$ cat config.mk
export PLATFORM = sky130hd
export DESIGN_NAME = ak4619_codec_target
export DESIGN_NICKNAME = d
export VERILOG_FILES = /design/src/rtl/ak4619_codec_target.sv
export SDC_FILE = /design/constraint.sdc
export NUM_CORES = 1
export LEC_CHECK = 0
export CAP_MARGIN = 20
export CORE_MARGIN = 3
export CORE_UTILIZATION = 58
export CTS_CLUSTER_DIAMETER = 200
export CTS_CLUSTER_SIZE = 10
export DETAILED_ROUTE_END_ITERATION = 10
export GPL_TIMING_DRIVEN = 0
export HOLD_SLACK_MARGIN = 0.06
export PLACE_DENSITY = 0.85
export SLEW_MARGIN = 10
export SYNTH_ARGS = -nofsm -noshare
export SYNTH_HDL_FRONTEND = slang
export SYNTH_SLANG_ARGS = --single-unit
$ cat constraint.sdc
create_clock -name clk -period 17.85 [get_ports clk]
set_input_delay 1.785 -clock clk [delete_from_list [all_inputs] [get_ports clk]]
set_output_delay 1.785 -clock clk [all_outputs]
set_load 0.01 [all_outputs]
$ cat src/rtl/ak4619_codec_target.sv
// Codec-side endpoint of the 4-slot, 32-bit-per-slot TDM link mastered by the AK4619 driver.
// Samples lrck/sdin on bick rise, drives sdout on bick fall, all in the clk domain.
module ak4619_codec_target #(
  parameter int unsigned W = 16
) (
  input  logic         clk,
  input  logic         rst_n,
  input  logic         bick,
  input  logic         lrck,
  input  logic         sdin,
  output logic         sdout,
  output logic [W-1:0] sample_out0,
  output logic [W-1:0] sample_out1,
  output logic [W-1:0] sample_out2,
  output logic [W-1:0] sample_out3,
  output logic         sample_strobe,
  input  logic [W-1:0] sample_in0,
  input  logic [W-1:0] sample_in1,
  input  logic [W-1:0] sample_in2,
  input  logic [W-1:0] sample_in3,
  output logic         locked,
  output logic         frame_err
);

  localparam logic [5:0] WLim   = 6'(W);
  localparam logic [6:0] LastRx = 7'(96 + W - 1);

  logic [1:0]   bick_sync_q, lrck_sync_q, sdin_sync_q;
  logic         bick_dly_q, lrck_prev_q;
  logic [6:0]   cnt_q;
  logic [W-1:0] shift_q;
  logic [W-1:0] stage0_q, stage1_q, stage2_q;
  logic [W-1:0] tx_q [4];

  logic         rise, fall, frame_start, rx_en, rx_bit, rx_last, tx_latch;
  logic [6:0]   idx, nxt;
  logic [W-1:0] shift_d, tx_word, tx_shift;

  always_comb begin
    rise        = bick_sync_q[1] & ~bick_dly_q;
    fall        = ~bick_sync_q[1] & bick_dly_q;
    frame_start = ~lrck_sync_q[1] & lrck_prev_q;
    // Index of the bit being sampled on this rise.
    idx         = frame_start ? 7'd0 : cnt_q + 7'd1;
    rx_en       = locked | frame_start;
    rx_bit      = ({1'b0, idx[4:0]} < WLim);
    rx_last     = ({1'b0, idx[4:0]} == WLim - 6'd1);
    shift_d     = {shift_q[W-2:0], sdin_sync_q[1]};
    nxt         = cnt_q + 7'd1;
    tx_latch    = (nxt == 7'd0);
    // A frame boundary fall transmits slot 0 straight from the inputs being latched.
    tx_word     = tx_latch ? sample_in0 : tx_q[nxt[6:5]];
    tx_shift    = tx_word << nxt[4:0];
  end

  always_ff @(posedge clk) begin
    if (!rst_n) begin
      bick_sync_q   <= '0;
      lrck_sync_q   <= '0;
      sdin_sync_q   <= '0;
      bick_dly_q    <= 1'b0;
      lrck_prev_q   <= 1'b0;
      cnt_q         <= '0;
      shift_q       <= '0;
      stage0_q      <= '0;
      stage1_q      <= '0;
      stage2_q      <= '0;
      for (int i = 0; i < 4; i++) tx_q[i] <= '0;
      sdout         <= 1'b0;
      sample_out0   <= '0;
      sample_out1   <= '0;
      sample_out2   <= '0;
      sample_out3   <= '0;
      sample_strobe <= 1'b0;
      locked        <= 1'b0;
      frame_err     <= 1'b0;
    end else begin
      bick_sync_q   <= {bick_sync_q[0], bick};
      lrck_sync_q   <= {lrck_sync_q[0], lrck};
      sdin_sync_q   <= {sdin_sync_q[0], sdin};
      bick_dly_q    <= bick_sync_q[1];
      sample_strobe <= 1'b0;
      frame_err     <= 1'b0;

      if (rise) begin
        lrck_prev_q <= lrck_sync_q[1];
        cnt_q       <= idx;
        if (frame_start) begin
          locked <= 1'b1;
          if (locked && cnt_q != 7'd127) frame_err <= 1'b1;
        end
        if (rx_en && rx_bit) begin
          shift_q <= shift_d;
          if (rx_last) begin
            unique case (idx[6:5])
              2'd0: stage0_q <= shift_d;
              2'd1: stage1_q <= shift_d;
              2'd2: stage2_q <= shift_d;
              default: ;
            endcase
          end
          // A realigned frame restarts at 0, so only complete frames reach this point.
          if (idx == LastRx) begin
            sample_out0   <= stage0_q;
            sample_out1   <= stage1_q;
            sample_out2   <= stage2_q;
            sample_out3   <= shift_d;
            sample_strobe <= 1'b1;
          end
        end
      end

      if (fall) begin
        if (locked) begin
          if (tx_latch) begin
            tx_q[0] <= sample_in0;
            tx_q[1] <= sample_in1;
            tx_q[2] <= sample_in2;
            tx_q[3] <= sample_in3;
          end
          sdout <= ({1'b0, nxt[4:0]} < WLim) ? tx_shift[W-1] : 1'b0;
        end else begin
          sdout <= 1'b0;
        end
      end
    end
  end

endmodule

==> flow_metrics.tcl, run 1 <==
set metrics [dict create \
    status "completed" \
    drtIter0Drc 559 \
    min_period_over_period_pct 21.6 \
    cellPowerDensity_nw_per_um2 87.1 \
    drtPass1Iterations 5 \
    cts_tree "built" \
    initial_core_util_pct 59.7 \
    finalHoldViolations 0 \
    drt_wl_total_mm 21.4 \
    fin_worst_skew_ns 0.0161 \
    ios 137 \
    crit_path_start_kind "flip-flop" \
    crit_top_cell "nand3_1" \
    antenna_cells 0 \
    hold_class "reg -> reg" \
    cts_root_buf "clkbuf_16" \
    synth_fp_nets 913 \
    track_usage_pct 25.8 \
    finalNetCount 1077 \
    multi_input_area_um2 3600 \
    yosys_warnings 0 \
    period_needed_ns 3.86 \
    maxSlewViolCount 0 \
    die_area_um2 16500 \
    area_growth_pct 26.3 \
    setup.worst_path.class "reg -> reg" \
    peakVddDrop_mv 0.0668 \
    ys_ff_latch 210 \
    yosysSeqAreaShare_pct 55.6 \
    crit_buf_inv 2 \
    r2r-start "cnt_q[1]$_SDFFE_PN0P_" \
    r2r_slack_ns 13.99 \
    synth_common_cells "224 x nand2_1, 146 x dfxtp_1, 96 x a21boi_1, 77 x and2_1, 64 x edfxtp_1" \
    rsz0062_at_grt "false" \
    fin_ws_ns 13.99 \
    seq_area_um2 4840 \
    finalSetupTns_ns 0 \
    nFillCells 1002 \
    grt_pass1_vias 6693 \
    portBuffers 136 \
    reg2regPathDepth 9 \
    reg2reg_to "tx_q[0][9]$_SDFFCE_PN0P_" \
    post_cts_resized 0 \
    die_y_um 129 \
    power_w 0.000958 \
    grt_max_degree 31 \
    drc 0 \
    hpwl_mm 14.9 \
    grt_overflow 0 \
    place_area_um2 10300 \
    syn_area_um2 8710 \
    cts.sinks 210 \
    synth_most_common_cell "nand2_1" \
    synth-edff-count 64 \
    cts.htree.levels 1 \
    worstPathCellList "ha_1, nand3_1, or2_1, buf_6, xnor2_2, nand3_1, nor2_1, clkbuf_1, and2_1" \
    worst_setup_path_end_kind "flip-flop" \
    slowest_delay_ns 0.70 \
    antenna_found_initial 0 \
    tightest_slew_ns 0.721 \
    clockBufferDepth 3 \
    path_clk_slew_ns 0.06 \
    crit_fanout 10 \
    yosysTopAreaCell "dfxtp_1" \
    die_x_um 129 \
    yosysUniqueCellTypes 55 \
    grt_pass1_wl_mm 34.0 \
    holdPathEnd "lrck_sync_q[1]$_SDFF_PN0_" \
    antenna_left 0 \
    final_area_um2 11000 \
    synthDominantCellAreaShare_pct 33.6 \
    netlist_instances 842 \
    crit_arrival_ns 4.22 \
    slowest_stage "nor2_1" \
    finalSetupViolCount 0 \
    synth_area_leaders "dfxtp_1 34%, edfxtp_1 22%, nand2_1 9.7%" \
    synth_area_per_cell_um2 10.3 \
    min-delay-start "lrck_sync_q[0]$_SDFF_PN0_" \
    drive_gt1_share_pct 6.41 \
    rows 44 \
    postCtsSetupBuffers 0 \
    crit_family "simple AND/OR/NAND/NOR gates" \
    clk_latency_ns 0.50 \
    synth_async_sr_flop_share_pct 0 \
    gp_congestion 0.836 \
    hold_buffers 0 \
    relSlewSlack_pct 51.9 \
    fmax_mhz 259 \
    core_um2 14600 \
    avgRoutedWirePerCell_um 17.9 \
    p_leak_nw 3.76 \
    dp_slack_ns 14.00 \
    numCtsBuffers 24 \
    cap_violations 0 \
    viasPerCell 5.57 \
    whs_path_depth 1 \
    vias 6670 \
    crit_required_ns 18.21 \
    synth_ff_type "dfxtp_1" \
]
==> cell families after synthesis <==
logic type               Yosys count  synth area share, %
AND/OR/NAND/NOR                  381                 20.8
buffers and inverters             59                 3.08
XOR/XNOR                           4                0.704
flip-flops                       210                 55.6
multiplexers                      49                 7.79
adder cells (fa/ha/maj)            2                0.287
AO/OA/AOI/OAI                    137                 11.7
==> registers in the layout, indices dropped and copies added (netlist names) <==
register       cells
frame_err          1
cnt_q              7
bick_dly_q         1
locked             1
sdout              1
sample_out0       16
lrck_prev_q        1
shift_q           15
tx_q              64
stage2_q          16
bick_sync_q        2
stage0_q          16
sample_strobe      1
sdin_sync_q        2
sample_out1       16
sample_out2       16
sample_out3       16
stage1_q          16
lrck_sync_q        2
==> how the worst max path moves through the flow <==
stage,from,endpoint,slack (ns),cells past startpoint
after floorplan,cnt_q[1]$_SDFFE_PN0P_,tx_q[0][0]$_SDFFCE_PN0P_,11.01,7
after detailed placement,rst_n,tx_q[0][2]$_SDFFCE_PN0P_,14.00,5
after CTS,cnt_q[1]$_SDFFE_PN0P_,tx_q[0][9]$_SDFFCE_PN0P_,14.10,9
after global routing,cnt_q[1]$_SDFFE_PN0P_,tx_q[0][9]$_SDFFCE_PN0P_,13.78,9
final,cnt_q[1]$_SDFFE_PN0P_,tx_q[0][9]$_SDFFCE_PN0P_,13.99,9
after global placement,cnt_q[1]$_SDFFE_PN0P_,tx_q[2][0]$_SDFFCE_PN0P_,8.85,7
==> where the power goes <==
part	internal, W	switching, W	total (W)
combinational	0.0000225	0.0000153	0.0000378
clock	0.000244	0.000178	0.000422
sequential	0.000497	0.00000214	0.000499
total	0.000763	0.000195	0.000958
==> final cells by class <==
class | instances | area share, %
timing repair buffer | 138 | 12.7
buffer | 55 | 2.30
inverter | 4 | 0.137
tap | 184 | 2.09
multi-input combinational | 573 | 32.8
clock buffer | 33 | 5.77
clock inverter | 1 | 0.148
sequential | 210 | 44.0
==> per-stage QoR <==
step           instances  utilization (%)  hold WS [ns]
2_1_floorplan        842                -         0.412
3_3_place_gp        1162             70.6         0.415
3_5_place_dp        1164             70.9         0.425
4_1_cts             1198             75.4         0.439
5_1_grt             1198             75.4         0.463
6_report            1198             75.4         0.435
==> cell usage in the layout, fill, tap and decap left out, drive strengths merged, types with 11 or more instances in the layout <==
cell,instances
a21boi,97
dfxtp,146
edfxtp,64
clkbuf,75
clkdlybuf4s50,136
buf,15
mux4,15
and2,77
nor2,11
mux2i,34
nor2b,39
nand2,226
==> layer usage <==
| metal | global-route usage, % | wire length [um] | vias to the layer above |
|---|---|---|---|
| li1 | - | - | 3165 |
| met1 | 35.2 | 9090 | 3141 |
| met2 | 41.8 | 9930 | 300 |
| met3 | 5.11 | 1690 | 64 |
| met4 | 8.59 | 669 | 0 |
| met5 | 0 | 0 | - |
Note: power is estimated with default switching activity, not from simulation.
==> run 2, diff against run 1 <==
--- a/config.mk
+++ b/config.mk
@@ -7,13 +7,13 @@
 export LEC_CHECK = 0
 export CAP_MARGIN = 20
 export CORE_MARGIN = 3
-export CORE_UTILIZATION = 58
+export CORE_UTILIZATION = 54
 export CTS_CLUSTER_DIAMETER = 200
 export CTS_CLUSTER_SIZE = 10
 export DETAILED_ROUTE_END_ITERATION = 10
 export GPL_TIMING_DRIVEN = 0
 export HOLD_SLACK_MARGIN = 0.06
-export PLACE_DENSITY = 0.85
+export PLACE_DENSITY = 0.8
 export SLEW_MARGIN = 10
 export SYNTH_ARGS = -nofsm -noshare
 export SYNTH_HDL_FRONTEND = slang
==> constraint.sdc (replaced) <==
create_clock -name clk -period 4 [get_ports clk]
set_input_delay 0.4 -clock clk [delete_from_list [all_inputs] [get_ports clk]]
set_output_delay 0.4 -clock clk [all_outputs]
set_load 0.01 [all_outputs]
==> flow_metrics.tcl, run 2 (synthesized netlist as in run 1, its figures left out) <==
set metrics [dict create \
    status "completed" \
    final_common_cell "nand2_1" \
    rsz0062_at_grt "false" \
    cts.sinks 210 \
    finalNetCount 1077 \
    rows 45 \
    multi_input_area_um2 3600 \
    vias 6608 \
    grt_pass1_vias 6396 \
    hpwl_mm 15.2 \
    startpoint "cnt_q[1]$_SDFFE_PN0P_" \
    layout_common_cells "224 x nand2_1, 146 x dfxtp_1, 136 x clkdlybuf4s50_1" \
    cts_tree "built" \
    clk_latency_ns 0.51 \
    crit_fanout 10 \
    seq_area_um2 4840 \
    switching_power_w 0.000862 \
    hold_slack_ns 0.431 \
    worst_setup_path_end_kind "flip-flop" \
    relSlewSlack_pct 41.8 \
    antenna_cells 0 \
    top_register "tx_q" \
    tightest_slew_ns 0.869 \
    crit_end "tx_q[3][2]$_SDFFCE_PN0P_" \
    crit_arrival_ns 4.06 \
    ios 137 \
    fin_cells 1225 \
    cp_num_cells 9 \
    fin_worst_skew_ns 0.0136 \
    cts_root_buf "clkbuf_16" \
    area_growth_pct 26.8 \
    clockBufferDepth 3 \
    fmax_mhz 272 \
    dp_slack_ns 0.365 \
    hold_buffers 0 \
    grt_overflow 0 \
    setup.worst_path.class "reg -> reg" \
    peakVddDrop_mv 0.297 \
    min_period_over_period_pct 92.0 \
    path_clk_slew_ns 0.06 \
    hold_class "reg -> reg" \
    drt_wl_total_mm 21.1 \
    r2r_slack_ns 0.32 \
    avgRoutedWirePerCell_um 17.2 \
    antenna_left 0 \
    p_leak_nw 3.76 \
    crit_buf_inv 2 \
    crit_family "simple AND/OR/NAND/NOR gates" \
    fin_ws_ns 0.318 \
    p_seq_share_pct 52.2 \
    combPwrFrac_pct 3.9 \
    die_x_um 133 \
    drtIter0Drc 560 \
    crit_path_start_kind "flip-flop" \
    swShare_pct 20.2 \
    finalHoldViolations 0 \
    maxSlewViolCount 0 \
    worstPathCellList "ha_1, nand3_1, or2_1, buf_6, xnor2_2, nand3_1, nor2_1, clkbuf_1, and2_1" \
    drtPass1Iterations 5 \
    grt_max_degree 27 \
    r2r-start "cnt_q[1]$_SDFFE_PN0P_" \
    largest_reg_flops 64 \
    finalSetupViolCount 0 \
    nFillCells 1142 \
    crit_required_ns 4.37 \
    postCtsSetupBuffers 0 \
    antenna_found_initial 0 \
    period_needed_ns 3.68 \
    reg2reg_to "tx_q[3][2]$_SDFFCE_PN0P_" \
    viasPerCell 5.39 \
    slowest_delay_ns 0.64 \
    drc 0 \
    post_cts_resized 0 \
    clkPwrFrac_pct 43.9 \
    die_area_um2 17700 \
    cts.htree.levels 1 \
    drive_gt1_share_pct 6.41 \
    reg2regPathDepth 9 \
    die_y_um 133 \
    cap_violations 0 \
    cellPowerDensity_nw_per_um2 387 \
    slowest_stage "nor2_1" \
    power_w 0.00427 \
    track_usage_pct 23.6 \
    initial_core_util_pct 56.2 \
    gp_congestion 0.879 \
    numCtsBuffers 24 \
    p_int_w 0.00341 \
    portBuffers 136 \
    core_um2 15500 \
    crit_top_cell "nand3_1" \
    grt_pass1_wl_mm 33.7 \
    dp_cells 1191 \
]
-- run 2: cell counts in the layout (fill, tap and decap cells not counted) --
Identical to the previous run, type by type.
-- run 2: through the flow --
step | area [um^2] | setup TNS, ns | utilization [%]
final | 11000 | 0 | 71.3
after global routing | 11000 | 0 | 71.3
after CTS | 11000 | 0 | 71.3
after detailed placement | 10400 | 0 | 67.1
after global placement | 10300 | -65.87 | 66.7
after floorplan | 8710 | 0 | -
-- run 2: worst register-to-register path: cells and delay by family, from the launching register on --
kind,cells,cell delay [ns]
xor gates and xnor gates,1,0.45
adders and majority gates,1,0.28
buffers and inverters,2,0.64
DFF,1,0.45
and+or+nand+nor,5,1.73
-- run 2: power by group through the flow --
stage | logic [W] | registers, W | clock network (W)
floorplan | 0.0000685 | 0.00227 | 0
global placement | 0.000159 | 0.00227 | 0
detailed placement | 0.000168 | 0.00227 | 0
CTS | 0.000168 | 0.00223 | 0.00189
global route | 0.000180 | 0.00223 | 0.00198
finish | 0.000168 | 0.00223 | 0.00187
-- run 2: area by class of cell --
class / instances / area share [%]
clock inverter: 1 / 0.147
inverter: 4 / 0.136
multi-input combinational: 573 / 32.7
sequential: 210 / 43.9
tap: 211 / 2.39
timing repair buffer: 138 / 12.7
clock buffer: 33 / 5.75
buffer: 55 / 2.29
-- run 2: worst min path at each step --
stage / endpoint / startpoint / cells past startpoint
after global placement: sdin_sync_q[1]$_SDFF_PN0_ / sdin_sync_q[0]$_SDFF_PN0_ / 1
after floorplan: bick_sync_q[1]$_SDFF_PN0_ / bick_sync_q[0]$_SDFF_PN0_ / 1
after CTS: lrck_sync_q[1]$_SDFF_PN0_ / lrck_sync_q[0]$_SDFF_PN0_ / 1
after detailed placement: lrck_sync_q[1]$_SDFF_PN0_ / lrck_sync_q[0]$_SDFF_PN0_ / 1
final: lrck_sync_q[1]$_SDFF_PN0_ / lrck_sync_q[0]$_SDFF_PN0_ / 1
after global routing: lrck_sync_q[1]$_SDFF_PN0_ / lrck_sync_q[0]$_SDFF_PN0_ / 1
-- run 2: per-layer routing --
metal / global-route usage (%) / part of all wire, %
met4: 6.35 / 1.9
met5: 0 / 0
met2: 38.3 / 47
met1: 33.0 / 45
met3: 3.92 / 6.6
==> run 3, diff against run 2 <==
--- a/config.mk
+++ b/config.mk
@@ -7,13 +7,13 @@
 export LEC_CHECK = 0
 export CAP_MARGIN = 20
 export CORE_MARGIN = 3
-export CORE_UTILIZATION = 54
+export CORE_UTILIZATION = 58
 export CTS_CLUSTER_DIAMETER = 200
 export CTS_CLUSTER_SIZE = 10
 export DETAILED_ROUTE_END_ITERATION = 10
 export GPL_TIMING_DRIVEN = 0
 export HOLD_SLACK_MARGIN = 0.06
-export PLACE_DENSITY = 0.8
+export PLACE_DENSITY = 0.85
 export SLEW_MARGIN = 10
 export SYNTH_ARGS = -nofsm -noshare
 export SYNTH_HDL_FRONTEND = slang
==> constraint.sdc (replaced) <==
create_clock -name clk -period 4.3 [get_ports clk]
set_input_delay 0.43 -clock clk [delete_from_list [all_inputs] [get_ports clk]]
set_output_delay 0.43 -clock clk [all_outputs]
set_load 0.01 [all_outputs]
==> flow_metrics.tcl, run 3 (synthesized netlist as in run 1, its figures left out) <==
set metrics [dict create \
    status "completed" \
    die_y_um 129 \
    period_needed_ns 3.74 \
    rows 44 \
    final_common_cell "nand2_1" \
    hold_class "reg -> reg" \
    avgRoutedWirePerCell_um 17.2 \
    grt_overflow 0 \
    cts_root_buf "clkbuf_16" \
    worstPathCellList "ha_1, nand3_1, or2_1, buf_6, xnor2_2, nand3_1, nor2_1, clkbuf_1, and2_1" \
    track_usage_pct 25.0 \
    tightest_slew_ns 0.730 \
    drive_gt1_share_pct 6.42 \
    dp_slack_ns 0.567 \
    crit_fanout 10 \
    antenna_found_initial 0 \
    fin_cells 1197 \
    finalNetCount 1077 \
    place_area_um2 10400 \
    min-delay-start "lrck_sync_q[0]$_SDFF_PN0_" \
    antenna_cells 0 \
    peakVddDrop_mv 0.262 \
    initial_core_util_pct 59.7 \
    rsz0062_at_grt "false" \
    post_cts_resized 0 \
    vias 6604 \
    min_period_over_period_pct 87.0 \
    layout_common_cells "224 x nand2_1, 146 x dfxtp_1, 136 x clkdlybuf4s50_1" \
    final_area_um2 11000 \
    ios 137 \
    clk_latency_ns 0.50 \
    cts.htree.levels 1 \
    grt_pass1_wl_mm 33.0 \
    fin_worst_skew_ns 0.0115 \
    reg2regPathDepth 9 \
    setup.worst_path.class "reg -> reg" \
    drtIter0Drc 523 \
    hold_buffers 0 \
    gp_congestion 0.868 \
    clockBufferDepth 3 \
    whs_path_depth 1 \
    finalHoldViolations 0 \
    reg2reg_to "tx_q[0][6]$_SDFFCE_PN0P_" \
    postCtsSetupBuffers 0 \
    drtPass1Iterations 6 \
    power_w 0.00395 \
    drt_wl_total_mm 20.5 \
    relSlewSlack_pct 51.3 \
    largest_reg_flops 64 \
    numCtsBuffers 24 \
    r2r_slack_ns 0.56 \
    slowest_delay_ns 0.64 \
    portBuffers 136 \
    antenna_left 0 \
    maxSlewViolCount 0 \
    crit_required_ns 4.66 \
    grt_max_degree 28 \
    cts_tree "built" \
    die_x_um 129 \
    grt_pass1_vias 6442 \
    fin_ws_ns 0.560 \
    area_growth_pct 26.4 \
    dp_cells 1164 \
    cap_violations 0 \
    drc 0 \
    top_register "tx_q" \
    viasPerCell 5.52 \
    hpwl_mm 14.4 \
    fmax_mhz 267 \
    slowest_stage "nor2_1" \
    cellPowerDensity_nw_per_um2 359 \
    worst_setup_path_end_kind "flip-flop" \
    p_leak_nw 3.76 \
    finalSetupViolCount 0 \
    crit_arrival_ns 4.10 \
    holdPathEnd "lrck_sync_q[1]$_SDFF_PN0_" \
    crit_path_start_kind "flip-flop" \
    die_area_um2 16500 \
    cts.sinks 210 \
    crit_top_cell "nand3_1" \
    r2r-start "cnt_q[1]$_SDFFE_PN0P_" \
    path_clk_slew_ns 0.06 \
    core_um2 14600 \
    startpoint "cnt_q[1]$_SDFFE_PN0P_" \
]
run 3: changes by cell type in the layout (fill, tap and decap cells not counted), sizes merged:
| cell | before | now |
|---|---|---|
| clkbuf | 75 | 74 |
run 3: final cells by class:
class                      count  area, um^2
sequential                   210        4840
multi-input combinational    573        3600
fill                         987        3590
timing repair buffer         138        1410
clock buffer                  32         631
buffer                        55         253
tap                          184         230
clock inverter                 1        16.3
inverter                       4        15.0
run 3: worst max-delay path by stage:
stage	cells past startpoint	slack, ns	to
floorplan	7	0.40	tx_q[0][0]$_SDFFCE_PN0P_
global placement	7	-0.70	tx_q[1][0]$_SDFFCE_PN0P_
detailed placement	9	0.57	tx_q[0][4]$_SDFFCE_PN0P_
CTS	9	0.54	tx_q[0][2]$_SDFFCE_PN0P_
global route	9	0.32	tx_q[0][2]$_SDFFCE_PN0P_
finish	9	0.56	tx_q[0][6]$_SDFFCE_PN0P_
run 3: layer usage:
metal,routed length (um),up-vias,track usage (%)
met5,0,-,0
met4,638,0,8.89
met3,1630,58,4.11
met2,9510,291,40.0
met1,8750,3085,34.8
li1,-,3170,-
run 3: power breakdown:
group	leakage (nW)	internal [W]	switching [W]
clock	0.312	0.00101	0.000716
sequential	1.84	0.00206	0.00000848
combinational	1.61	0.0000941	0.0000631
run 3: through the flow:
| stage | utilization [%] | hold slack (ns) | setup TNS, ns |
|---|---|---|---|
| final | 75.4 | 0.435 | 0 |
| after global routing | 75.4 | 0.449 | 0 |
| after CTS | 75.4 | 0.434 | 0 |
| after detailed placement | 71.0 | 0.421 | 0 |
| after global placement | 70.6 | 0.417 | -44.71 |
| after floorplan | - | 0.412 | 0 |
run 3: critical path: cells and delay by family (launching register included):
family | cells | cell delay [ns]
xor gates and xnor gates | 1 | 0.47
adders and majority gates | 1 | 0.29
buffers and inverters | 2 | 0.66
DFF | 1 | 0.46
and+or+nand+nor | 5 | 1.71
